File: src/rtl/mem_access_unit.sv
// mem_access_unit: MIPS-style load/store unit with alignment checks, lane steering and an in-order pending FIFO
module mem_access_unit #(
  parameter int DATA_W      = 32,
  parameter int OUTSTANDING = 2
) (
  input  logic                clk,
  input  logic                resetn,
  input  logic                req_valid,
  output logic                req_ready,
  input  logic [3:0]          req_op,
  input  logic [31:0]         req_addr,
  input  logic [31:0]         req_rt,
  output logic                bus_req,
  output logic                bus_wr,
  output logic [31:0]         bus_addr,
  output logic [DATA_W/8-1:0] bus_wstrb,
  output logic [DATA_W-1:0]   bus_wdata,
  input  logic                bus_addr_ok,
  input  logic                bus_data_ok,
  input  logic [DATA_W-1:0]   bus_rdata,
  output logic                resp_valid,
  output logic                resp_is_load,
  output logic [31:0]         resp_data,
  output logic                exc_valid,
  output logic                exc_store,
  output logic [31:0]         exc_badvaddr
);
  localparam int OFF_W = $clog2(DATA_W / 8);
  localparam int SB_W  = DATA_W / 8;
  localparam int LANES = DATA_W / 32;
  localparam int PW    = OUTSTANDING > 1 ? $clog2(OUTSTANDING) : 1;
  localparam int CW    = $clog2(OUTSTANDING + 1);
  localparam logic [CW-1:0] MAX_CNT = CW'(OUTSTANDING);
  localparam logic [PW-1:0] LAST    = PW'(OUTSTANDING - 1);

  typedef enum logic {IDLE, ISSUE} state_t;

  function automatic logic is_ld(input logic [3:0] op);
    return op <= 4'd6;
  endfunction

  function automatic logic is_st(input logic [3:0] op);
    return op inside {[4'd8:4'd12]};
  endfunction

  state_t        state_q, state_d;
  logic [3:0]    op_q;
  logic [31:0]   addr_q, rt_q;
  logic [3:0]    f_op  [OUTSTANDING];
  logic [2:0]    f_off [OUTSTANDING];
  logic [31:0]   f_rt  [OUTSTANDING];
  logic [PW-1:0] wp_q, rp_q;
  logic [CW-1:0] cnt_q;
  logic          exc_valid_q, exc_store_q;
  logic [31:0]   exc_addr_q;
  logic          accept, mis, start, push, pop;
  logic [1:0]    w, hw;
  logic          ln, hl;
  logic [3:0]    strb4, h_op;
  logic [31:0]   wd, word, h_rt, ld;
  logic [7:0]    bt;
  logic [15:0]   hh;

  assign req_ready = state_q == IDLE && cnt_q < MAX_CNT;
  assign accept    = req_valid && req_ready;
  assign mis       = (req_op inside {4'd2, 4'd3, 4'd9} && req_addr[0]) ||
                     (req_op inside {4'd4, 4'd10} && req_addr[1:0] != 2'b00);
  assign start     = accept && !mis && (is_ld(req_op) || is_st(req_op));
  assign push      = state_q == ISSUE && bus_addr_ok;
  assign pop       = bus_data_ok && cnt_q != '0;

  // State register
  always_ff @(posedge clk or negedge resetn)
    if (!resetn) state_q <= IDLE;
    else state_q <= state_d;

  // Next state: enter ISSUE on an aligned memory op, leave once the address is taken
  always_comb begin
    state_d = state_q;
    state_d = state_q == IDLE ? (start ? ISSUE : IDLE) : (bus_addr_ok ? IDLE : ISSUE);
  end

  // Capture the request being issued so bus outputs stay stable while waiting
  always_ff @(posedge clk or negedge resetn)
    if (!resetn) begin
      op_q   <= '0;
      addr_q <= '0;
      rt_q   <= '0;
    end else if (start) begin
      op_q   <= req_op;
      addr_q <= req_addr;
      rt_q   <= req_rt;
    end

  // Misaligned requests raise a one-cycle exception pulse instead of a bus access
  always_ff @(posedge clk or negedge resetn)
    if (!resetn) begin
      exc_valid_q <= 1'b0;
      exc_store_q <= 1'b0;
      exc_addr_q  <= '0;
    end else begin
      exc_valid_q <= accept && mis;
      exc_store_q <= accept && mis && is_st(req_op);
      exc_addr_q  <= accept && mis ? req_addr : '0;
    end

  assign exc_valid    = exc_valid_q;
  assign exc_store    = exc_store_q;
  assign exc_badvaddr = exc_addr_q;

  assign w  = addr_q[1:0];
  assign ln = DATA_W == 64 && addr_q[2];

  // Byte strobes and lane data for the pending store, within one 32-bit word
  always_comb begin
    strb4 = 4'h0;
    wd    = 32'h0;
    case (op_q)
      4'd8:  begin strb4 = 4'b0001 << w; wd = {4{rt_q[7:0]}}; end
      4'd9:  begin strb4 = 4'b0011 << w; wd = {2{rt_q[15:0]}}; end
      4'd10: begin strb4 = 4'hF;         wd = rt_q; end
      4'd11: begin strb4 = 4'hF >> ~w;   wd = rt_q >> {~w, 3'b000}; end
      4'd12: begin strb4 = 4'hF << w;    wd = rt_q << {w, 3'b000}; end
      default: ;
    endcase
  end

  assign bus_req   = state_q == ISSUE;
  assign bus_wr    = bus_req && is_st(op_q);
  assign bus_addr  = bus_req ? {addr_q[31:OFF_W], {OFF_W{1'b0}}} : '0;
  assign bus_wstrb = bus_req ? SB_W'(strb4) << {ln, 2'b00} : '0;
  assign bus_wdata = bus_req ? {LANES{wd}} : '0;

  // Pointer and occupancy bookkeeping; a simultaneous push and pop leaves the count unchanged
  always_ff @(posedge clk or negedge resetn)
    if (!resetn) begin
      wp_q  <= '0;
      rp_q  <= '0;
      cnt_q <= '0;
    end else begin
      if (push) wp_q <= wp_q == LAST ? '0 : wp_q + PW'(1);
      if (pop) rp_q <= rp_q == LAST ? '0 : rp_q + PW'(1);
      cnt_q <= cnt_q + CW'(push) - CW'(pop);
    end

  // Pending-entry storage; stale contents are harmless because count gates every read
  always_ff @(posedge clk)
    if (push) begin
      f_op[wp_q]  <= op_q;
      f_off[wp_q] <= addr_q[2:0];
      f_rt[wp_q]  <= rt_q;
    end

  assign h_op = f_op[rp_q];
  assign h_rt = f_rt[rp_q];
  assign hw   = f_off[rp_q][1:0];
  assign hl   = DATA_W == 64 && f_off[rp_q][2];
  assign word = 32'(bus_rdata >> {hl, 5'b00000});
  assign bt   = 8'(word >> {hw, 3'b000});
  assign hh   = 16'(word >> {hw[1], 4'b0000});

  // Load result extraction and LWL/LWR merge with the old register value
  always_comb begin
    ld = 32'h0;
    case (h_op)
      4'd0: ld = {{24{bt[7]}}, bt};
      4'd1: ld = {24'h0, bt};
      4'd2: ld = {{16{hh[15]}}, hh};
      4'd3: ld = {16'h0, hh};
      4'd4: ld = word;
      4'd5: ld = (word << {~hw, 3'b000}) | (h_rt & ~(32'hFFFFFFFF << {~hw, 3'b000}));
      4'd6: ld = (word >> {hw, 3'b000}) | (h_rt & ~(32'hFFFFFFFF >> {hw, 3'b000}));
      default: ;
    endcase
  end

  assign resp_valid   = pop;
  assign resp_is_load = pop && is_ld(h_op);
  assign resp_data    = pop ? ld : '0;
endmodule

File: config.mk
export PLATFORM = sky130hd
export DESIGN_NAME = mem_access_unit
export DESIGN_NICKNAME = d
export VERILOG_FILES = /design/src/rtl/mem_access_unit.sv
export SDC_FILE = /design/constraint.sdc
export NUM_CORES = 1
export LEC_CHECK = 0
export ABC_CLOCK_PERIOD_IN_PS = 6710
export CORE_MARGIN = 2
export CORE_UTILIZATION = 54
export CTS_BUF_LIST = sky130_fd_sc_hd__clkbuf_16
export DETAILED_ROUTE_END_ITERATION = 8
export GPL_TIMING_DRIVEN = 1
export PLACE_DENSITY_LB_ADDON = 0.15
export SLEW_MARGIN = 20
export SYNTH_ARGS = -nofsm -noshare
export SYNTH_HDL_FRONTEND = slang
export SYNTH_SLANG_ARGS = --single-unit
File: constraint.sdc
create_clock -name clk -period 6.71 [get_ports clk]
set_input_delay 0.671 -clock clk [delete_from_list [all_inputs] [get_ports clk]]
set_output_delay 0.671 -clock clk [all_outputs]
set_load 0.05 [all_outputs]
==> results of run 1 <==
==> layer usage <==
metal	GRT usage [%]	wire, microns	share of wire (%)	up-vias
li1	-	-	-	3860
met5	0	0	0	-
met3	6.96	2590	9.6	24
met2	41.1	12300	46	431
met1	39.2	11800	44	3927
met4	5.58	261	0.97	0
==> metrics by stage <==
step	util (%)	setup WS, ns	instance area, sq um	cells	hold slack (ns)
floorplan	-	3.33	10100	929	0.375
global placement	68.2	2.20	12600	1349	0.479
detailed placement	68.2	2.10	12600	1349	0.486
CTS	71.4	1.64	13200	1381	0.291
global route	71.4	1.37	13200	1381	0.317
finish	71.4	1.67	13200	1381	0.275
==> synthesized netlist by cell type (all sizes together), types with 15 or more instances <==
library cell / count
and2: 63
a222oi: 17
o21ai: 18
dfrtp: 107
edfxtp: 76
a31oi: 39
a221oi: 15
buf: 31
mux2: 99
nor2: 60
clkbuf: 41
mux2i: 73
a22oi: 20
a21oi: 33
nand2: 122
nand3: 16
==> cell families after synthesis <==
logic type      synth area share [%]
compound gates                  13.9
xor+xnor                       0.347
fa+ha+maj                      0.248
buf+inv                         3.59
flops                           49.1
mux                             19.1
other cells                   0.0371
simple gates                    13.7
==> report_power, final <==
group          internal (W)  switching (W)
sequential          0.00152       0.000401
clock              0.000496       0.000465
combinational      0.000958        0.00129
total               0.00298        0.00216
==> how the worst max path moves through the flow <==
stage	end	slack [ns]	cells after the start
CTS	resp_data[15]	1.64	7
detailed placement	resp_data[15]	2.10	7
floorplan	resp_data[15]	3.33	8
global placement	resp_data[15]	2.20	7
global route	resp_data[15]	1.37	7
finish	resp_data[15]	1.67	7
==> critical path, stage by stage (launching register included) <==
cell and delay [ns]:
dfrtp_2 0.80, mux2i_4 0.32, buf_4 0.32, mux4_2 0.39
or3b_1 0.36, o31a_1 0.77, a41oi_1 0.21, clkdlybuf4s50_1 0.76
==> flip-flops by register name, indices dropped and copies added, names as in the netlist <==
signal	flops
f_op	8
exc_badvaddr	32
f_off	4
addr_q	32
f_rt	64
exc_store	1
bus_req	1
cnt_q	2
op_q	4
exc_valid	1
wp_q	1
rt_q	32
rp_q	1
==> cell type report <==
type | instances | area (sq um) | share of cell area [%]
Sequential cell | 183 | 4960 | 37.5
Multi-Input combinational cell | 666 | 4810 | 36.4
Timing Repair Buffer | 258 | 2540 | 19.2
Clock buffer | 17 | 425 | 3.22
Tap cell | 234 | 293 | 2.22
Clock inverter | 15 | 159 | 1.20
Inverter | 8 | 30.0 | 0.227
==> metrics.txt, run 1 <==
Final setup violation count=0; Site Rows=50; Routed WL=26900 microns; Yosys cell types=56; Critical Path Start=rp_q$_DFFE_PN0P_; DRT Pass-1 Iters=5; vias=8242; number of synthesized flops with an enable pin=76; Tmin final=~5.0 ns; Post-Syn Area per Cell=10.9 sq um; Slew HR=22.4%; Ant. Diodes=0; number of buffer cells added on primary ports=241; GRT Overall Usage=between 20% and 30%; status=complete, no violations; Yosys top cell by area=dfrtp_1; CTS tree=done; Hold WC Path Type=input pin to asynchronous set/reset pin; Root Buffer Master=clkbuf_16; setup repair bufs after CTS=0; total power=0.00514 W; Num CTS Buffers=17; leakage power total=5.01 nW; chip height=141 microns; setup TNS=0 ns; Peak VDD IR=0.247 mV; largest net degree at the start of global routing=61; Worst R2R Setup Slack=3.99 ns; RSZ-0062 raised after global routing=no; main flop type after synthesis=dfrtp_1; critical path arrival=4.37 ns; Crit. End Element=output port; worst r2r src=bus_req$_DFF_PN0_; Layout Skew=0.0141 ns; most frequent cells in the layout=clkdlybuf4s50_1, nand2_1, dfrtp_1; first-pass GRT wire length=approximately 42000 microns; clk slew on worst S/H paths=roughly 0.07 ns; Fmax=198 MHz; max-cap violations=0; GP Congestion=0.881; Clk Latency, worst-skew pair=0.43 ns; layout cell share with drive strength beyond 1=15.1%; core area=18500 sq um; area of the die=19800 sq um; GRT overflow=0; io pins=244; measured slew at the worst slew-check pin=1.16 ns; WS Path Type=register to output port; nets=1241; number of synthesized register bits=183; # fillers=1373; Num Clock Sinks=183; CTS H-tree depth=4; drt drc=0; DRT iter0 DRCs=836; vias in the first global route=7691; Mapped Area=slightly above 10000 sq um; CP Launch Type=register; Initial Utilization=54.6%; Final ANT Viol Nets=0; crit share post-route=75.1%; reg-to-reg endpoint=rt_q[15]$_DFFE_PN0P_; post-synthesis sequential area ratio=49.1%; initial antenna violation count=0; asr flop ratio synth=58.5%; max-slew violations=0; post-CTS resize count=0; vias per cell=between 5 and 6; Worst EP required=a little over 6 ns; WL per Instance=19.5 microns; Max Root-Sink Buffers=2; Hold-fix buffers, CTS=0; commonest non-fill, non-tap cell in the layout=clkdlybuf4s50_1; post-DP HPWL=18600 microns; Mapped Cells=928; Fin. Hold Viols=0; R2R depth=6; Max FO, Critical Path=31; area share of the largest cell type after synthesis=roughly a quarter; Area Growth Syn to Fin=30.8%; pwr/cell area=~390 nW/um^2; Die Span X=141 microns; synth top area cells=dfrtp_1, edfxtp_1, mux2_2; Synth warnings=0
Power figures use the tool's default switching activity.
==> inputs of run 2 (changes only) <==
--- a/config.mk
+++ b/config.mk
@@ -5,9 +5,9 @@
 export SDC_FILE = /design/constraint.sdc
 export NUM_CORES = 1
 export LEC_CHECK = 0
-export ABC_CLOCK_PERIOD_IN_PS = 6710
+export ABC_CLOCK_PERIOD_IN_PS = 4380
 export CORE_MARGIN = 2
-export CORE_UTILIZATION = 54
+export CORE_UTILIZATION = 46
 export CTS_BUF_LIST = sky130_fd_sc_hd__clkbuf_16
 export DETAILED_ROUTE_END_ITERATION = 8
 export GPL_TIMING_DRIVEN = 1
==> constraint.sdc (replaced) <==
create_clock -name clk -period 4.38 [get_ports clk]
set_input_delay 0.438 -clock clk [delete_from_list [all_inputs] [get_ports clk]]
set_output_delay 0.438 -clock clk [all_outputs]
set_load 0.05 [all_outputs]
==> run 2 against run 1 <==
  * Sequential power grew 51%
  * Critical endpoint is now resp_data[24]
  * First-iteration DRC count grew 9.8%
  * Count of clock-buffer cells in the layout grew 2
  * Critical path type unchanged
  * Cell area grew 0.86%
  * Clock power grew 58%
  * Via count grew 0.19%
==> metrics.txt, run 2 (synthesis gave the netlist of run 1 again) <==
Worst EP required=3.94 ns (-2.10 ns); Site Rows=54 (+8.0%); GRT Overall Usage=23.5% (-3.4 points); # fillers=1774 (+29%); Num CTS Buffers=17 (unchanged); post-CTS resize count=0 (unchanged); measured slew at the worst slew-check pin=0.880 ns (-0.280 ns); Hold-fix buffers, CTS=0 (unchanged); FF+latch area=4960 sq um (unchanged); Layout Skew=0.0148 ns (+0.000782 ns); initial antenna violation count=0 (unchanged); Fin. Hold Viols=0 (unchanged); Worst R2R Setup Slack=2.09 ns (-1.90 ns); Max Root-Sink Buffers=2 (unchanged); nets=1253 (+0.97%); Crit. End Element=output port; DRT iter0 DRCs=918 (+9.8%); status=complete, no violations; RSZ-0062 raised after global routing=no; number of buffer cells added on primary ports=241 (unchanged); Fmax=255 MHz; first-pass GRT wire length=44000 microns (+4.0%); R2R depth=6 (unchanged); reg-to-reg endpoint=rt_q[29]$_DFFE_PN0P_; Final ANT Viol Nets=0 (unchanged); vias per cell=5.74 (-3.8%); layout cell share with drive strength beyond 1=17.7% (+2.6 points); Critical Path Start=rp_q$_DFFE_PN0P_; core area=21700 sq um (+17%); most frequent cells in the layout=clkdlybuf4s50_1, nand2_1, dfrtp_1; area of the die=23200 sq um (+17%); Tmin final=3.92 ns; post-DP HPWL=19500 microns (+4.8%); vias in the first global route=7890 (+2.6%); Root Buffer Master=clkbuf_16; largest net degree at the start of global routing=72 (+18%); max-cap violations=0 (unchanged); area of the multi-input gates=4800 sq um (-0.16%); max-slew violations=0 (unchanged); highest routed layer=met4; GRT overflow=0 (unchanged); Num Clock Sinks=183 (unchanged); Max FO, Critical Path=23 (-26%); Area Growth Syn to Fin=32.0%; commonest non-fill, non-tap cell in the layout=clkdlybuf4s50_1; Final setup violation count=0 (unchanged); crit share post-route=around nine tenths; worst r2r src=bus_req$_DFF_PN0_; CP Launch Type=register; met3 WL post-DR=2610 microns (+0.93%); setup TNS=0 ns (unchanged); setup repair bufs after CTS=0 (unchanged); WS Path Type=register to output port; drt drc=0 (unchanged); clk slew on worst S/H paths=0.08 ns (about the same); critical path arrival=3.48 ns (-0.89 ns); CTS tree=done; Peak VDD IR=0.324 mV (+31%); Die Span X=152 microns (+8.1%); CTS H-tree depth=4 (unchanged); Ant. Diodes=0 (unchanged); GP Congestion=0.875 (-0.68%); chip height=152 microns (+8.1%); max reg flops=64 (unchanged); Slew HR=41.3% (+19 points); WHS=0.109 ns (-0.166 ns); DRT Pass-1 Iters=9 (+4); pwr/cell area=597 nW/um^2 (+54%); Initial Utilization=46.6% (-8.0 points); Hold WC Path Type=input pin to asynchronous set/reset pin; WL per Instance=19.1 microns (-1.9%); leakage power total=5.13 nW (+2.4%); total power=0.00796 W (+55%); Routed WL=27500 microns (+2.2%); io pins=244 (unchanged); met2 routed WL=12100 microns (-1.8%); M1 WL=12400 microns (+5.6%); vias=8258 (+0.19%); Clk Latency, worst-skew pair=0.43 ns (about the same); Top reg by flops=f_rt
[run 2: layout make-up]
class | count | share of cell area, %
clock buffer | 19 | 3.57
clock inverter | 13 | 0.939
inverter | 8 | 0.225
multi-input combinational | 666 | 36.0
sequential | 183 | 37.2
tap | 280 | 2.63
timing repair buffer | 270 | 19.4
[run 2: how the worst max path moves through the flow]
stage	to	slack (ns)	depth (start not counted)
finish	resp_data[24]	0.46	7
global placement	resp_data[2]	0.92	5
CTS	resp_data[6]	0.44	7
floorplan	resp_data[15]	1.23	8
global route	resp_data[1]	0.23	7
detailed placement	resp_data[6]	0.90	7
[run 2: routing by layer]
layer  up-vias  global-route usage, %
met5         -                      0
met4         0                   5.25
met3        35                   5.66
met2       416                   34.2
met1      3937                   35.6
li1       3870                      -
[run 2: per-stage QoR]
step / setup slack [ns] / std cells / utilization [%] / instance area [sq um]
after floorplan: 1.23 / 929 / - / 10100
after global placement: 0.925 / 1407 / 58.7 / 12700
after detailed placement: 0.901 / 1407 / 58.7 / 12700
after CTS: 0.436 / 1439 / 61.5 / 13300
after global routing: 0.234 / 1439 / 61.5 / 13300
final: 0.463 / 1439 / 61.5 / 13300
[run 2: worst max-delay path, stage by stage, from the launching register on]
cell and delay [ns]:
dfrtp_2 0.64, mux2_2 0.43, mux4_2 0.46, or3b_1 0.37
o31a_1 0.57, buf_4 0.28, a31oi_2 0.09, buf_4 0.21
[run 2: report_power, final]
part	leakage [nW]	internal [W]	switching, W	total, W
logic	2.81	0.00150	0.00203	0.00353
registers	2.03	0.00234	0.000582	0.00292
clock network	0.297	0.000822	0.000693	0.00152
total	5.13	0.00465	0.00331	0.00796
==> inputs of run 3 (changes only) <==
--- a/config.mk
+++ b/config.mk
@@ -10,7 +10,7 @@
 export CORE_UTILIZATION = 46
 export CTS_BUF_LIST = sky130_fd_sc_hd__clkbuf_16
 export DETAILED_ROUTE_END_ITERATION = 8
-export GPL_TIMING_DRIVEN = 1
+export GPL_TIMING_DRIVEN = 0
 export PLACE_DENSITY_LB_ADDON = 0.15
 export SLEW_MARGIN = 20
 export SYNTH_ARGS = -nofsm -noshare
==> run 3 against run 2 <==
  * Sequential cell count unchanged
  * Worst hold slack better by 0.37 ns
  * Critical path depth unchanged
  * Sequential share of layout area fell by 0.87 points
  * Combinational power rose by 8.5%
  * Cell count increased by 3.5%
  * Utilization grew 1.5 points
==> metrics.txt, run 3 (synthesis gave the netlist of run 1 again) <==
measured slew at the worst slew-check pin=0.880 ns (-0.000406 ns); WL per Instance=21.3 microns (+11%); initial antenna violation count=0 (unchanged); Site Rows=54 (unchanged); vias per cell=5.76 (+0.39%); Max FO, Critical Path=10 (-57%); Slew HR=41.1% (-0.23 points); max reg flops=64 (unchanged); Die Span X=152 microns (unchanged); setup TNS=0 ns (unchanged); Ant. Diodes=0 (unchanged); CTS tree=done; Worst EP required=3.94 ns (about the same); clk slew on worst S/H paths=0.08 ns (about the same); Final ANT Viol Nets=0 (unchanged); nets=1304 (+4.1%); GRT overflow=0 (unchanged); first-pass GRT wire length=49900 microns (+13%); Layout Skew=0.0163 ns (+0.00149 ns); chip height=152 microns (unchanged); Fmax=236 MHz (-7.7%); Num CTS Buffers=17 (unchanged); Fin. Hold Viols=0 (unchanged); WS Path Type=register to output port; RSZ-0062 raised after global routing=no; Top reg by flops=f_rt; Tmin final=4.24 ns (+0.327 ns); WHS=0.479 ns (+0.370 ns); status=complete, no violations; pwr/cell area=600 nW/um^2 (+0.43%); GRT Overall Usage=27.3% (+3.8 points); critical path arrival=3.81 ns (+0.33 ns); Num Clock Sinks=183 (unchanged); max-slew violations=0 (unchanged); drt drc=0 (unchanged); Initial Utilization=46.6% (unchanged); Max Root-Sink Buffers=2 (unchanged); vias=8584 (+3.9%); Routed WL=31700 microns (+15%); Hold WC Path Type=input pin to asynchronous set/reset pin; Area Growth Syn to Fin=35.1%; leakage power total=5.18 nW (+0.99%); core area=21700 sq um (unchanged); crit share post-route=96.9% (+7.5 points); GP Congestion=0.944 (+7.8%); vias in the first global route=8614 (+9.2%); most frequent cells in the layout=clkdlybuf4s50_1, nand2_1, dfrtp_1; Final setup violation count=0 (unchanged); layout cell share with drive strength beyond 1=16.0% (-1.7 points); DRT iter0 DRCs=756 (-18%); largest net degree at the start of global routing=64 (-11%); commonest non-fill, non-tap cell in the layout=clkdlybuf4s50_1; Clk Latency, worst-skew pair=0.44 ns (about the same); number of buffer cells added on primary ports=241 (unchanged); area of the die=23200 sq um (unchanged); Crit. End Element=output port; max-cap violations=0 (unchanged); post-DP HPWL=24200 microns (+24%); DRT Pass-1 Iters=8 (-1); CP Launch Type=register; Peak VDD IR=0.320 mV (-1.3%); CTS H-tree depth=4 (unchanged); Root Buffer Master=clkbuf_16; io pins=244 (unchanged)
## run 3: cell types whose count changed in the layout (fill, tap and decap cells not counted), sizes merged, moves of 2 or more
cell / delta
buf: -13
clkbuf: +39
inv: +2
clkdlybuf4s50: +22
## run 3: path summary, 6_finish.rpt
kind / start / endpoint / slack [ns] / cells past startpoint
max: addr_q[0]$_DFFE_PN0P_ / bus_wdata[18] / 0.14 / 7
min: resetn / addr_q[22]$_DFFE_PN0P_ / 0.48 / 2
max reg2reg: bus_req$_DFF_PN0_ / rt_q[18]$_DFFE_PN0P_ / 2.07 / 8
min reg2reg: addr_q[24]$_DFFE_PN0P_ / addr_q[24]$_DFFE_PN0P_ / 0.50 / 1
max in group asynchronous: resetn / rt_q[16]$_DFFE_PN0P_ / 3.23 / 3
min in group clk: addr_q[24]$_DFFE_PN0P_ / addr_q[24]$_DFFE_PN0P_ / 0.50 / 1
## run 3: stage by stage
step           cells  instance area (sq um)  setup WS, ns  util (%)  power [W]
2_1_floorplan    929                  10100          1.23         -    0.00533
3_3_place_gp    1450                  12900         -1.30      59.3    0.00656
3_5_place_dp    1453                  13000         0.415      59.8    0.00661
4_1_cts         1486                  13600       -0.0252      62.6    0.00812
5_1_grt         1490                  13600        0.0197      62.9    0.00861
6_report        1490                  13600         0.136      62.9    0.00819
## run 3: area by class of cell
cell class              count  area (sq um)
fillers                  1786          8040
well taps                 280           350
repair buffers            249          2530
clock buffers              17           425
plain buffers              72           335
flip-flops and latches    183          4960
clock inverters            15           154
inverters                   8          30.0
multi-input cells         666          4860
## run 3: routing by layer
| metal | GRT usage, % | up-vias | part of all wire (%) |
|---|---|---|---|
| li1 | - | 3975 | - |
| met1 | 38.2 | 4183 | 44 |
| met2 | 43.8 | 393 | 47 |
| met3 | 5.97 | 33 | 7.7 |
| met4 | 6.23 | 0 | 1.1 |
| met5 | 0 | - | 0 |
## run 3: critical path, stage by stage, from the launching register on
cell	delay, ns
dfrtp_1	0.39
clkbuf_1	0.40
buf_1	0.62
and3_1	0.32
clkbuf_1	0.41
a222oi_1	0.13
a21oi_1	0.24
clkdlybuf4s50_1	0.85
## run 3: what timing repair did
item                                    CTS  global route
hold buffers                              1             0
gates resized for setup                   4            11
pin swaps                                 0             3
hold endpoints to repair                 44             0
buffers inserted                          0             4
endpoints found under the setup margin   13            54
## run 3: where the power goes
| group | leakage, nW | total (W) | switching [W] | internal (W) |
|---|---|---|---|---|
| Clock | 0.290 | 0.00149 | 0.000729 | 0.000764 |
| Combinational | 2.87 | 0.00383 | 0.00227 | 0.00155 |
| Sequential | 2.03 | 0.00287 | 0.000530 | 0.00234 |
| Total | 5.18 | 0.00819 | 0.00353 | 0.00465 |
